**src/rtl/local_port_ni_pkg.sv**
```systemverilog
// Shared definitions for the local-port network interface: flit geometry,
// field offsets, the local direction index and the TX/RX state encodings.
// Default field widths come from HDR_SZ / PL_SZ / ADDR_SZ when a build provides them.

`ifndef HDR_SZ
`define HDR_SZ 2
`endif
`ifndef PL_SZ
`define PL_SZ 8
`endif
`ifndef ADDR_SZ
`define ADDR_SZ 4
`endif

package local_port_ni_pkg;

  // Router port index that the NI attaches to.
  localparam int unsigned LocalDir = 4;

  localparam int DefaultFlitW = `HDR_SZ + `PL_SZ + `ADDR_SZ;

  // Flit layout, MSB..LSB: {hdr, payload, dest}.
  function automatic int flit_width(int hdr_w, int pl_w, int addr_w);
    return hdr_w + pl_w + addr_w;
  endfunction

  function automatic int dest_lsb();
    return 0;
  endfunction

  function automatic int pl_lsb(int addr_w);
    return addr_w;
  endfunction

  function automatic int hdr_lsb(int pl_w, int addr_w);
    return addr_w + pl_w;
  endfunction

  typedef enum logic [1:0] {
    TxIdle,
    TxStart,
    TxShift,
    TxGap
  } tx_state_e;

  typedef enum logic [1:0] {
    RxWait,
    RxShift,
    RxHold
  } rx_state_e;

endpackage

```
**src/rtl/local_port_ni_if.sv**
```systemverilog
// Signal bundle between the NI, its host and the router's local serial link.
// slave = the NI side, master = the host/router side.

interface local_port_ni_if
  import local_port_ni_pkg::*;
#(
  parameter int FLIT_W = DefaultFlitW
);

  logic              link_tx_busy;
  logic              link_tx_data;
  logic              link_rx_data;
  logic              link_rx_busy;
  logic              send_valid;
  logic              send_ready;
  logic [FLIT_W-1:0] send_flit;
  logic              recv_valid;
  logic              recv_ready;
  logic [FLIT_W-1:0] recv_flit;
  logic [15:0]       sent_count;
  logic [15:0]       recv_count;

  modport slave (
    input  link_tx_busy, link_rx_data, send_valid, send_flit, recv_ready,
    output link_tx_data, link_rx_busy, send_ready, recv_valid, recv_flit,
    output sent_count, recv_count
  );

  modport master (
    output link_tx_busy, link_rx_data, send_valid, send_flit, recv_ready,
    input  link_tx_data, link_rx_busy, send_ready, recv_valid, recv_flit,
    input  sent_count, recv_count
  );

endinterface

```
**src/rtl/local_port_ni_rx_deser.sv**
```systemverilog
// Serial-to-parallel receiver: waits for a start bit, shifts in FLIT_W bits
// LSB first, then holds the flit until the consumer takes it. busy_o tells
// the sender not to start another frame. With NI_STATS_EN a done_o pulse
// marks each completed frame.

module local_port_ni_rx_deser
  import local_port_ni_pkg::*;
#(
  parameter int FLIT_W = DefaultFlitW
) (
  input  logic              clk,
  input  logic              reset,
`ifdef NI_STATS_EN
  output logic              done_o,
`endif
  input  logic              rx_data_i,
  output logic              rx_busy_o,
  output logic              valid_o,
  input  logic              ready_i,
  output logic [FLIT_W-1:0] flit_o
);

  localparam int CntW = $clog2(FLIT_W + 1);

  rx_state_e         state_q;
  logic [FLIT_W-1:0] shreg_q;
  logic [CntW-1:0]   cnt_q;
  logic              busy_q;
  logic              valid_q;
  logic              last_bit;

  assign last_bit = (cnt_q == CntW'(FLIT_W - 1));

  // Receive FSM with registered busy/valid; the shift register doubles as the held flit.
  always_ff @(posedge clk or posedge reset) begin
    if (reset) begin
      state_q <= RxWait;
      shreg_q <= '0;
      cnt_q   <= '0;
      busy_q  <= 1'b0;
      valid_q <= 1'b0;
    end else begin
      unique case (state_q)
        RxWait: begin
          if (rx_data_i) begin
            state_q <= RxShift;
            busy_q  <= 1'b1;
            cnt_q   <= '0;
          end
        end
        RxShift: begin
          shreg_q <= {rx_data_i, shreg_q[FLIT_W-1:1]};
          cnt_q   <= cnt_q + 1'b1;
          if (last_bit) begin
            state_q <= RxHold;
            valid_q <= 1'b1;
          end
        end
        RxHold: begin
          // Line is ignored here; the sender is expected to honour busy.
          if (ready_i) begin
            state_q <= RxWait;
            valid_q <= 1'b0;
            busy_q  <= 1'b0;
          end
        end
        default: begin
          state_q <= RxWait;
          busy_q  <= 1'b0;
          valid_q <= 1'b0;
        end
      endcase
    end
  end

`ifdef NI_STATS_EN
  assign done_o = (state_q == RxShift) && last_bit;
`endif

  assign rx_busy_o = busy_q;
  assign valid_o   = valid_q;
  assign flit_o    = shreg_q;

endmodule

```
**src/rtl/local_port_ni.sv**
```systemverilog
// Network interface for a router's local port. The TX path serializes host
// flits onto the router's local RX input (start bit 1, then LSB-first data,
// then at least one idle cycle); the RX path is local_port_ni_rx_deser.
// Optional flit statistics are enabled with the NI_STATS_EN macro.

module local_port_ni
  import local_port_ni_pkg::*;
#(
  parameter int NODE_ID = -1,
  parameter int HDR_W   = `HDR_SZ,
  parameter int PL_W    = `PL_SZ,
  parameter int ADDR_W  = `ADDR_SZ,
  parameter int FLIT_W  = flit_width(HDR_W, PL_W, ADDR_W)
) (
  input logic            clk,
  input logic            reset,
  local_port_ni_if.slave ni
);

  localparam int CntW = $clog2(FLIT_W + 1);

  tx_state_e         tx_state_q;
  logic [FLIT_W-1:0] tx_shreg_q;
  logic [CntW-1:0]   tx_cnt_q;
  logic              tx_data_q;
  logic              send_ready_q;
  logic              tx_last_bit;

  assign tx_last_bit = (tx_cnt_q == CntW'(FLIT_W - 1));

  // TX serializer. State names describe the action taken at the next edge:
  // Shift loads data bits, Gap means the last bit is on the line and the
  // following cycle is the mandatory idle gap, during which send_ready may
  // already be high.
  always_ff @(posedge clk or posedge reset) begin
    if (reset) begin
      tx_state_q   <= TxIdle;
      tx_shreg_q   <= '0;
      tx_cnt_q     <= '0;
      tx_data_q    <= 1'b0;
      send_ready_q <= 1'b0;
    end else begin
      unique case (tx_state_q)
        TxIdle: begin
          tx_data_q <= 1'b0;
          if (ni.send_valid && send_ready_q) begin
            tx_shreg_q   <= ni.send_flit;
            tx_data_q    <= 1'b1;
            send_ready_q <= 1'b0;
            tx_state_q   <= TxStart;
          end else begin
            send_ready_q <= !ni.link_tx_busy;
          end
        end
        TxStart: begin
          tx_data_q  <= tx_shreg_q[0];
          tx_shreg_q <= tx_shreg_q >> 1;
          tx_cnt_q   <= CntW'(1);
          tx_state_q <= TxShift;
        end
        TxShift: begin
          tx_data_q  <= tx_shreg_q[0];
          tx_shreg_q <= tx_shreg_q >> 1;
          tx_cnt_q   <= tx_cnt_q + 1'b1;
          if (tx_last_bit) begin
            tx_state_q <= TxGap;
          end
        end
        TxGap: begin
          tx_data_q    <= 1'b0;
          send_ready_q <= !ni.link_tx_busy;
          tx_state_q   <= TxIdle;
        end
        default: begin
          tx_data_q    <= 1'b0;
          send_ready_q <= 1'b0;
          tx_state_q   <= TxIdle;
        end
      endcase
    end
  end

  assign ni.link_tx_data = tx_data_q;
  assign ni.send_ready   = send_ready_q;

`ifdef NI_STATS_EN
  logic rx_done;
`endif

  local_port_ni_rx_deser #(
    .FLIT_W(FLIT_W)
  ) u_rx_deser (
    .clk       (clk),
    .reset     (reset),
`ifdef NI_STATS_EN
    .done_o    (rx_done),
`endif
    .rx_data_i (ni.link_rx_data),
    .rx_busy_o (ni.link_rx_busy),
    .valid_o   (ni.recv_valid),
    .ready_i   (ni.recv_ready),
    .flit_o    (ni.recv_flit)
  );

`ifdef NI_STATS_EN
  logic [15:0] sent_count_q, sent_count_d;
  logic [15:0] recv_count_q, recv_count_d;
  logic        tx_gap_enter;

  assign tx_gap_enter = (tx_state_q == TxShift) && tx_last_bit;

  // Saturating counters bumped on TX gap entry and RX hold entry.
  always_comb begin
    sent_count_d = sent_count_q;
    recv_count_d = recv_count_q;
    if (tx_gap_enter && (sent_count_q != 16'hFFFF)) begin
      sent_count_d = sent_count_q + 16'd1;
    end
    if (rx_done && (recv_count_q != 16'hFFFF)) begin
      recv_count_d = recv_count_q + 16'd1;
    end
  end

  // Counter state.
  always_ff @(posedge clk or posedge reset) begin
    if (reset) begin
      sent_count_q <= '0;
      recv_count_q <= '0;
    end else begin
      sent_count_q <= sent_count_d;
      recv_count_q <= recv_count_d;
    end
  end

  assign ni.sent_count = sent_count_q;
  assign ni.recv_count = recv_count_q;
`else
  assign ni.sent_count = 16'd0;
  assign ni.recv_count = 16'd0;
`endif

  // send_ready must never be offered outside idle; tagged with the node id.
  assert property (@(posedge clk) disable iff (reset)
                   !(send_ready_q && (tx_state_q != TxIdle)))
    else $error("local_port_ni[%0d]: send_ready high outside idle", NODE_ID);

endmodule

```
**src/flat_wrapper.sv**
```systemverilog
// flat-port wrapper written by rule: the top's interface ports become plain ports
module local_port_ni_flat import local_port_ni_pkg::*;
#(
  parameter int NODE_ID = -1,
  parameter int HDR_W   = `HDR_SZ,
  parameter int PL_W    = `PL_SZ,
  parameter int ADDR_W  = `ADDR_SZ,
  parameter int FLIT_W  = flit_width(HDR_W, PL_W, ADDR_W)
)
  (clk, reset, ni_link_tx_busy, ni_link_rx_data, ni_send_valid, ni_send_flit, ni_recv_ready, ni_link_tx_data, ni_link_rx_busy, ni_send_ready, ni_recv_valid, ni_recv_flit, ni_sent_count, ni_recv_count);
  local_port_ni_if #(.FLIT_W(FLIT_W)) ni_i ();
  input logic clk;
  input logic reset;
  input wire logic [$bits(ni_i.link_tx_busy)-1:0] ni_link_tx_busy;
  input wire logic [$bits(ni_i.link_rx_data)-1:0] ni_link_rx_data;
  input wire logic [$bits(ni_i.send_valid)-1:0] ni_send_valid;
  input wire logic [$bits(ni_i.send_flit)-1:0] ni_send_flit;
  input wire logic [$bits(ni_i.recv_ready)-1:0] ni_recv_ready;
  output wire logic [$bits(ni_i.link_tx_data)-1:0] ni_link_tx_data;
  output wire logic [$bits(ni_i.link_rx_busy)-1:0] ni_link_rx_busy;
  output wire logic [$bits(ni_i.send_ready)-1:0] ni_send_ready;
  output wire logic [$bits(ni_i.recv_valid)-1:0] ni_recv_valid;
  output wire logic [$bits(ni_i.recv_flit)-1:0] ni_recv_flit;
  output wire logic [$bits(ni_i.sent_count)-1:0] ni_sent_count;
  output wire logic [$bits(ni_i.recv_count)-1:0] ni_recv_count;
  assign ni_i.link_tx_busy = ni_link_tx_busy;
  assign ni_i.link_rx_data = ni_link_rx_data;
  assign ni_i.send_valid = ni_send_valid;
  assign ni_i.send_flit = ni_send_flit;
  assign ni_i.recv_ready = ni_recv_ready;
  assign ni_link_tx_data = ni_i.link_tx_data;
  assign ni_link_rx_busy = ni_i.link_rx_busy;
  assign ni_send_ready = ni_i.send_ready;
  assign ni_recv_valid = ni_i.recv_valid;
  assign ni_recv_flit = ni_i.recv_flit;
  assign ni_sent_count = ni_i.sent_count;
  assign ni_recv_count = ni_i.recv_count;
  local_port_ni #(.NODE_ID(NODE_ID), .HDR_W(HDR_W), .PL_W(PL_W), .ADDR_W(ADDR_W), .FLIT_W(FLIT_W)) u_core (.clk(clk), .reset(reset), .ni(ni_i));
endmodule
```
**config.mk**
```make
export PLATFORM = sky130hd
export DESIGN_NAME = local_port_ni_flat
export DESIGN_NICKNAME = d
export VERILOG_FILES = /design/src/rtl/local_port_ni_pkg.sv /design/src/rtl/local_port_ni_if.sv /design/src/rtl/local_port_ni_rx_deser.sv /design/src/rtl/local_port_ni.sv /design/src/flat_wrapper.sv
export SDC_FILE = /design/constraint.sdc
export NUM_CORES = 1
export LEC_CHECK = 0
export BUFFER_PORTS_ARGS = -buffer_cell sky130_fd_sc_hd__buf_2
export CORE_MARGIN = 2
export CORE_UTILIZATION = 45
export CTS_BUF_LIST = sky130_fd_sc_hd__clkbuf_8
export DETAILED_ROUTE_END_ITERATION = 16
export GPL_TIMING_DRIVEN = 1
export PLACE_DENSITY = 0.74
export SYNTH_ARGS = -nofsm -noshare
export SYNTH_HDL_FRONTEND = slang
export SYNTH_SLANG_ARGS = --single-unit
```
**constraint.sdc**
```tcl
create_clock -name clk -period 1.7 [get_ports clk]
set_input_delay 0.34 -clock clk [delete_from_list [all_inputs] [get_ports clk]]
set_output_delay 0.34 -clock clk [all_outputs]
set_load 0.1 [all_outputs]
```
* After elaboration in Yosys (flattened, before gate mapping)
Cells that the tools add are included.
Word-level totals: flip-flop bits (word level) 44, bits in latches 0, memory bits (writable) 0, bits in read-only memories 0, output and inout bits 50, logic and storage cells 62, memories kept 0
Operators by class: add/sub/neg operators 2, multiply operators 0, div/mod/pow operators 0, $lt $le $gt $ge 0, equality and inequality tests 12, shift-type cells 0, muxes and demuxes 21, bitwise gates (word level) 2, reductions and logical operators 15
Operators by type and width (count):
- $pmux 14 s2 | 1
- $pmux 4 s2 | 2
- $mux 14 | 1
- $mux 2 | 5
- $pmux 1 s3 | 3
- $reduce_and 3->1 | 3
- $add 4x1->4 const B | 2
- $eq 4x4->1 const B | 2
- $pmux 2 s4 | 1
- $reduce_bool 2->1 | 4
- $eq 2x2->1 const B | 3
- $ne 2x2->1 const B | 3
- $pmux 2 s3 | 1
- $reduce_and 2->1 | 3
- $mux 1 | 5
- $eq 2x1->1 const B | 2
- $logic_not 2->1 | 2
- $mux 4 | 1
- $ne 2x1->1 const B | 2
- $not 1->1 | 2
- $pmux 1 s2 | 1
- $reduce_or 2->1 | 1
- $logic_and 1x1->1 | 1
- $logic_not 1->1 | 1

* Longest topological paths before layout
depth after elaboration 4, depth in mapped cells 6

* Hierarchy
A second synthesis with hierarchy kept.
Unflattened totals: cell total of the unflattened synthesis 189, area, all modules 2396.0 um^2
Modules (own cells, without submodules):
- local_port_ni | instances 1, cells each 122, area each 1456.4 um^2
- local_port_ni_rx_deser | instances 1, cells each 67, area each 939.7 um^2

* Least setup slack after synthesis
No wires, ideal clock.
path kind reg2reg, start register u_core.send_ready_q (netlist: u_core.ni.send_ready), end register u_core.tx_shreg_q[0], data arrival time 1.876 ns, required time 1.575 ns, setup slack -0.301 ns, stages on the path, launching flop included 5, path buffers 1, clock period less this slack 2.001 ns, cells stage by stage dfrtp_1 nand2_1 mux2_2 buf_6 mux2_4
On the way: word-level cells in the longest chain between the ends 3
RTL lines:
- start: declaration | RTL line local_port_ni.sv:26 | logic send_ready_q;
- start signal: assignment | RTL line local_port_ni.sv:52 | send_ready_q <= !ni.link_tx_busy;
- start signal: assignment | RTL line local_port_ni.sv:71 | send_ready_q <= !ni.link_tx_busy;
- $logic_and 1x1->1 | RTL line local_port_ni.sv:46 | if (ni.send_valid && send_ready_q) begin
- $ne 2x1->1 (no source line)
- $reduce_and 2->1 (no source line)
- end signal: assignment | RTL line local_port_ni.sv:47 | tx_shreg_q <= ni.send_flit;
- end signal: assignment | RTL line local_port_ni.sv:57 | tx_shreg_q <= tx_shreg_q >> 1;
- end signal: assignment | RTL line local_port_ni.sv:63 | tx_shreg_q <= tx_shreg_q >> 1;
- end: declaration | RTL line local_port_ni.sv:23 | logic [FLIT_W-1:0] tx_shreg_q;
No other way between the ends. A chain may end at the register's enable or synchronous reset.

* Final worst setup path
start register u_core.tx_state_q[0], end register u_core.tx_shreg_q[2]
On the way: word-level cells in the longest chain between the ends 4
RTL lines:
- start: declaration | RTL line local_port_ni.sv:22 | tx_state_e tx_state_q;
- start signal: assignment | RTL line local_port_ni.sv:37 | tx_state_q <= TxIdle;
- start signal: assignment | RTL line local_port_ni.sv:50 | tx_state_q <= TxStart;
- start signal: assignment | RTL line local_port_ni.sv:59 | tx_state_q <= TxShift;
- $eq 2x1->1 or $eq 2x2->1 (tied branches) | RTL line local_port_ni.sv:43 | unique case (tx_state_q)
- $reduce_or 2->1 (no source line)
- $reduce_bool 2->1 (no source line)
- $reduce_and 2->1 (no source line)
Several ways; a longest one is shown, not always the timed one.

==> reports/qor.yml <==
floorplan:
  num_io_pins: 70
  core_um2: 5010
  initial_core_util: 0.460
  die_h_um: 75.5
  num_rows: 26
  die_x_um: 75.5
  die_area_um2: 5700
global_routing:
  antenna_found_initial: 0
  grtUsageTotal: 0.134
  grt_max_degree: 45
  grt_pass1_wl_um: 5740
  grt_overflow: 0
  grt_pass1_vias: 1316
place:
  post-place-ws_ns: 0.0333
  hpwl_um: 2500
  placed_cells: 299
  port_buffers: 37
  place_congestion: 0.748
cts:
  path_clk_slew_ns: 0.08
  numCtsBuffers: 5
  cts_sinks: 44
  htree_num_levels: 2
  cts_tree: "done"
  root_buffer: "clkbuf_8"
  cts_buffer_depth: 2
  worst_skew_pair.late_latency_ns: 0.29
  hold_buffers: 0
timing:
  hold_ws_ns: 0.0696
  setup_viol: 0
  hold_violations: 0
  min_period_ns: 1.62
  setup_ws_ns: 0.0795
  post-route-period-util: 0.953
  fin_setup_tns_ns: 0
  report.final.slew_viol_count: 0
  skew_ns: 0.00454
  grt_setup_unrepaired: "no"
  max_freq_mhz: 617
drt:
  drcViolationCount: 0
  first_iter_violations: 28
  vias: 1395
  via_per_inst: 4.53
  wl_per_cell_um: 10.9
  wl_um: 3360
  first_pass_iters: 4
  ant_nets: 0
synth:
  yosys.area_share.simple: 0.0560
  synth-edff-count: 0
  synth_async_sr_flop_share: 1.00
  synth-xor-area-share: 0
  synthFlopType: "dfrtp_1"
  synth_top_family_by_area: "multiplexers"
  synth_cell_type_count: 33
  syn_inst: 188
  synth_compound_area_frac: 0.0538
  synth_adder_area_share: 0.0435
  syn_avg_cell_area_um2: 12.2
  yosys.area.top_type: "dfrtp_1"
  synthTopCellsByArea: "dfrtp_1 (48%), mux2_2 (16%), buf_4 (11%)"
  ys_seq_area_frac: 0.478
  synthMuxAreaShare: 0.235
  synth_seq_cells: 44
  synthesis.area_um2: 2300
  synth.top_cell.area_share: 0.478
  ys_warn_count: 0
setup_path:
  worst-path-stages: 6
  arrival_ns: 1.80
  cp-end-kind: "register"
  r2r_cells: 6
  crit_type: "register to register"
  crit_slowest_cell: "dfrtp_1"
  reg2reg_slack_ns: 0.08
  cp_top_family: "multiplexers"
  required_ns: 1.88
  max_stage_delay_ns: 0.35
  worstPathMaxFanout: 7
  cp-start-kind: "register"
  critical_path_buf_inv_count: 3
  crit_chain: "inv_1 > ha_4 > inv_2 > mux2_2 > buf_6 > mux2_4"
layout:
  layout_common_cells: "dfrtp_1 (43), buf_2 (37), mux2_2 (33), conb_1 (32), mux2_4 (10)"
  finalNetCount: 266
  antennaDiodeCount: 0
  mostFrequentLayoutCell: "dfrtp_1"
  syn_to_final_growth_pct: 14.2
  layout-drive-gt1-share: 0.429
  instances_no_fill: 308
hold_path:
  min_path_type: "primary input to async pin"
status:
  status: "finished, final reports clean"
job:
  drv_cap: 0
-- timing repair --
action / in CTS / in global routing
gates resized for setup: 0 / 3
endpoints found under the setup margin: 0 / 14
setup buffers: 0 / 2
-- registers in the layout, indices dropped and copies added, names as in the netlist --
name and flops:
u_core.ni.send_ready 1, u_core.tx_cnt_q 4, u_core.ni.link_tx_data 1, u_core.tx_state_q 2, u_core.u_rx_deser.cnt_q 4, u_core.u_rx_deser.rx_busy_o 1, u_core.u_rx_deser.state_q 2, u_core.tx_shreg_q 14
u_core.u_rx_deser.flit_o 14, u_core.u_rx_deser.valid_o 1
-- worst paths after layout --
check | from | to
worst max-delay path | u_core.tx_state_q[0] | u_core.tx_shreg_q[2]
worst min-delay path | reset | u_core.u_rx_deser.flit_o[13]
worst max register to register | u_core.tx_state_q[0] | u_core.tx_shreg_q[2]
worst min register to register | u_core.u_rx_deser.flit_o[0] | u_core.u_rx_deser.flit_o[0]
max in group asynchronous | reset | u_core.ni.send_ready
min in group clk | ni_link_tx_busy | u_core.ni.send_ready
-- metrics by stage --
stage	instance area, um2	utilization
final	2630	0.525
after detailed placement	2520	0.503
after CTS	2600	0.520
after floorplan	2440	-
after global placement	2520	0.503
after global routing	2630	0.525
-- layer usage --
layer	track usage	part of all wire	up-vias	routed length, um
met3	0.0397	0.056	5	188
met1	0.164	0.46	659	1530
met2	0.219	0.47	47	1590
li1	-	-	684	-
met5	0	0	-	0
met4	0.0585	0.014	0	47
-- cell families (layout without fill, tap and decap cells) --
| family | Yosys count | count (layout) |
|---|---|---|
| AOI/OAI and AO/OA | 18 | 18 |
| adders and majority gates | 8 | 8 |
| buffers and inverters | 45 | 64 |
| DFF | 44 | 44 |
| muxes | 45 | 45 |
| other | 1 | 32 |
| and+or+nand+nor | 27 | 27 |
-- cell type report --
type	instances	area [um2]
clock buffers	5	68.8
fillers	462	2380
clock inverters	2	12.5
repair buffers	49	299
inverters	8	30.0
multi-input cells	130	1030
well taps	70	87.6
flip-flops and latches	44	1100
-- synth_stat cells (2+ instances only) --
| library cell | n |
|---|---|
| a21oi_1 | 2 |
| buf_2 | 2 |
| buf_4 | 33 |
| dfrtp_1 | 44 |
| ha_1 | 8 |
| inv_1 | 7 |
| mux2_2 | 33 |
| mux2_4 | 10 |
| mux2i_1 | 2 |
| nand2_1 | 9 |
| nand3_1 | 7 |
| nor2_1 | 4 |
| nor2b_1 | 3 |
| o21ai_0 | 5 |
-- worst min-delay path, stage by stage --
cell and delay (ns):
buf_2 0.10, clkinv_1 0.06, buf_12 0.24
Power is left out: the tool's default activity adds up to more than one toggle a clock period on the data nets, which glitch-free logic cannot reach.
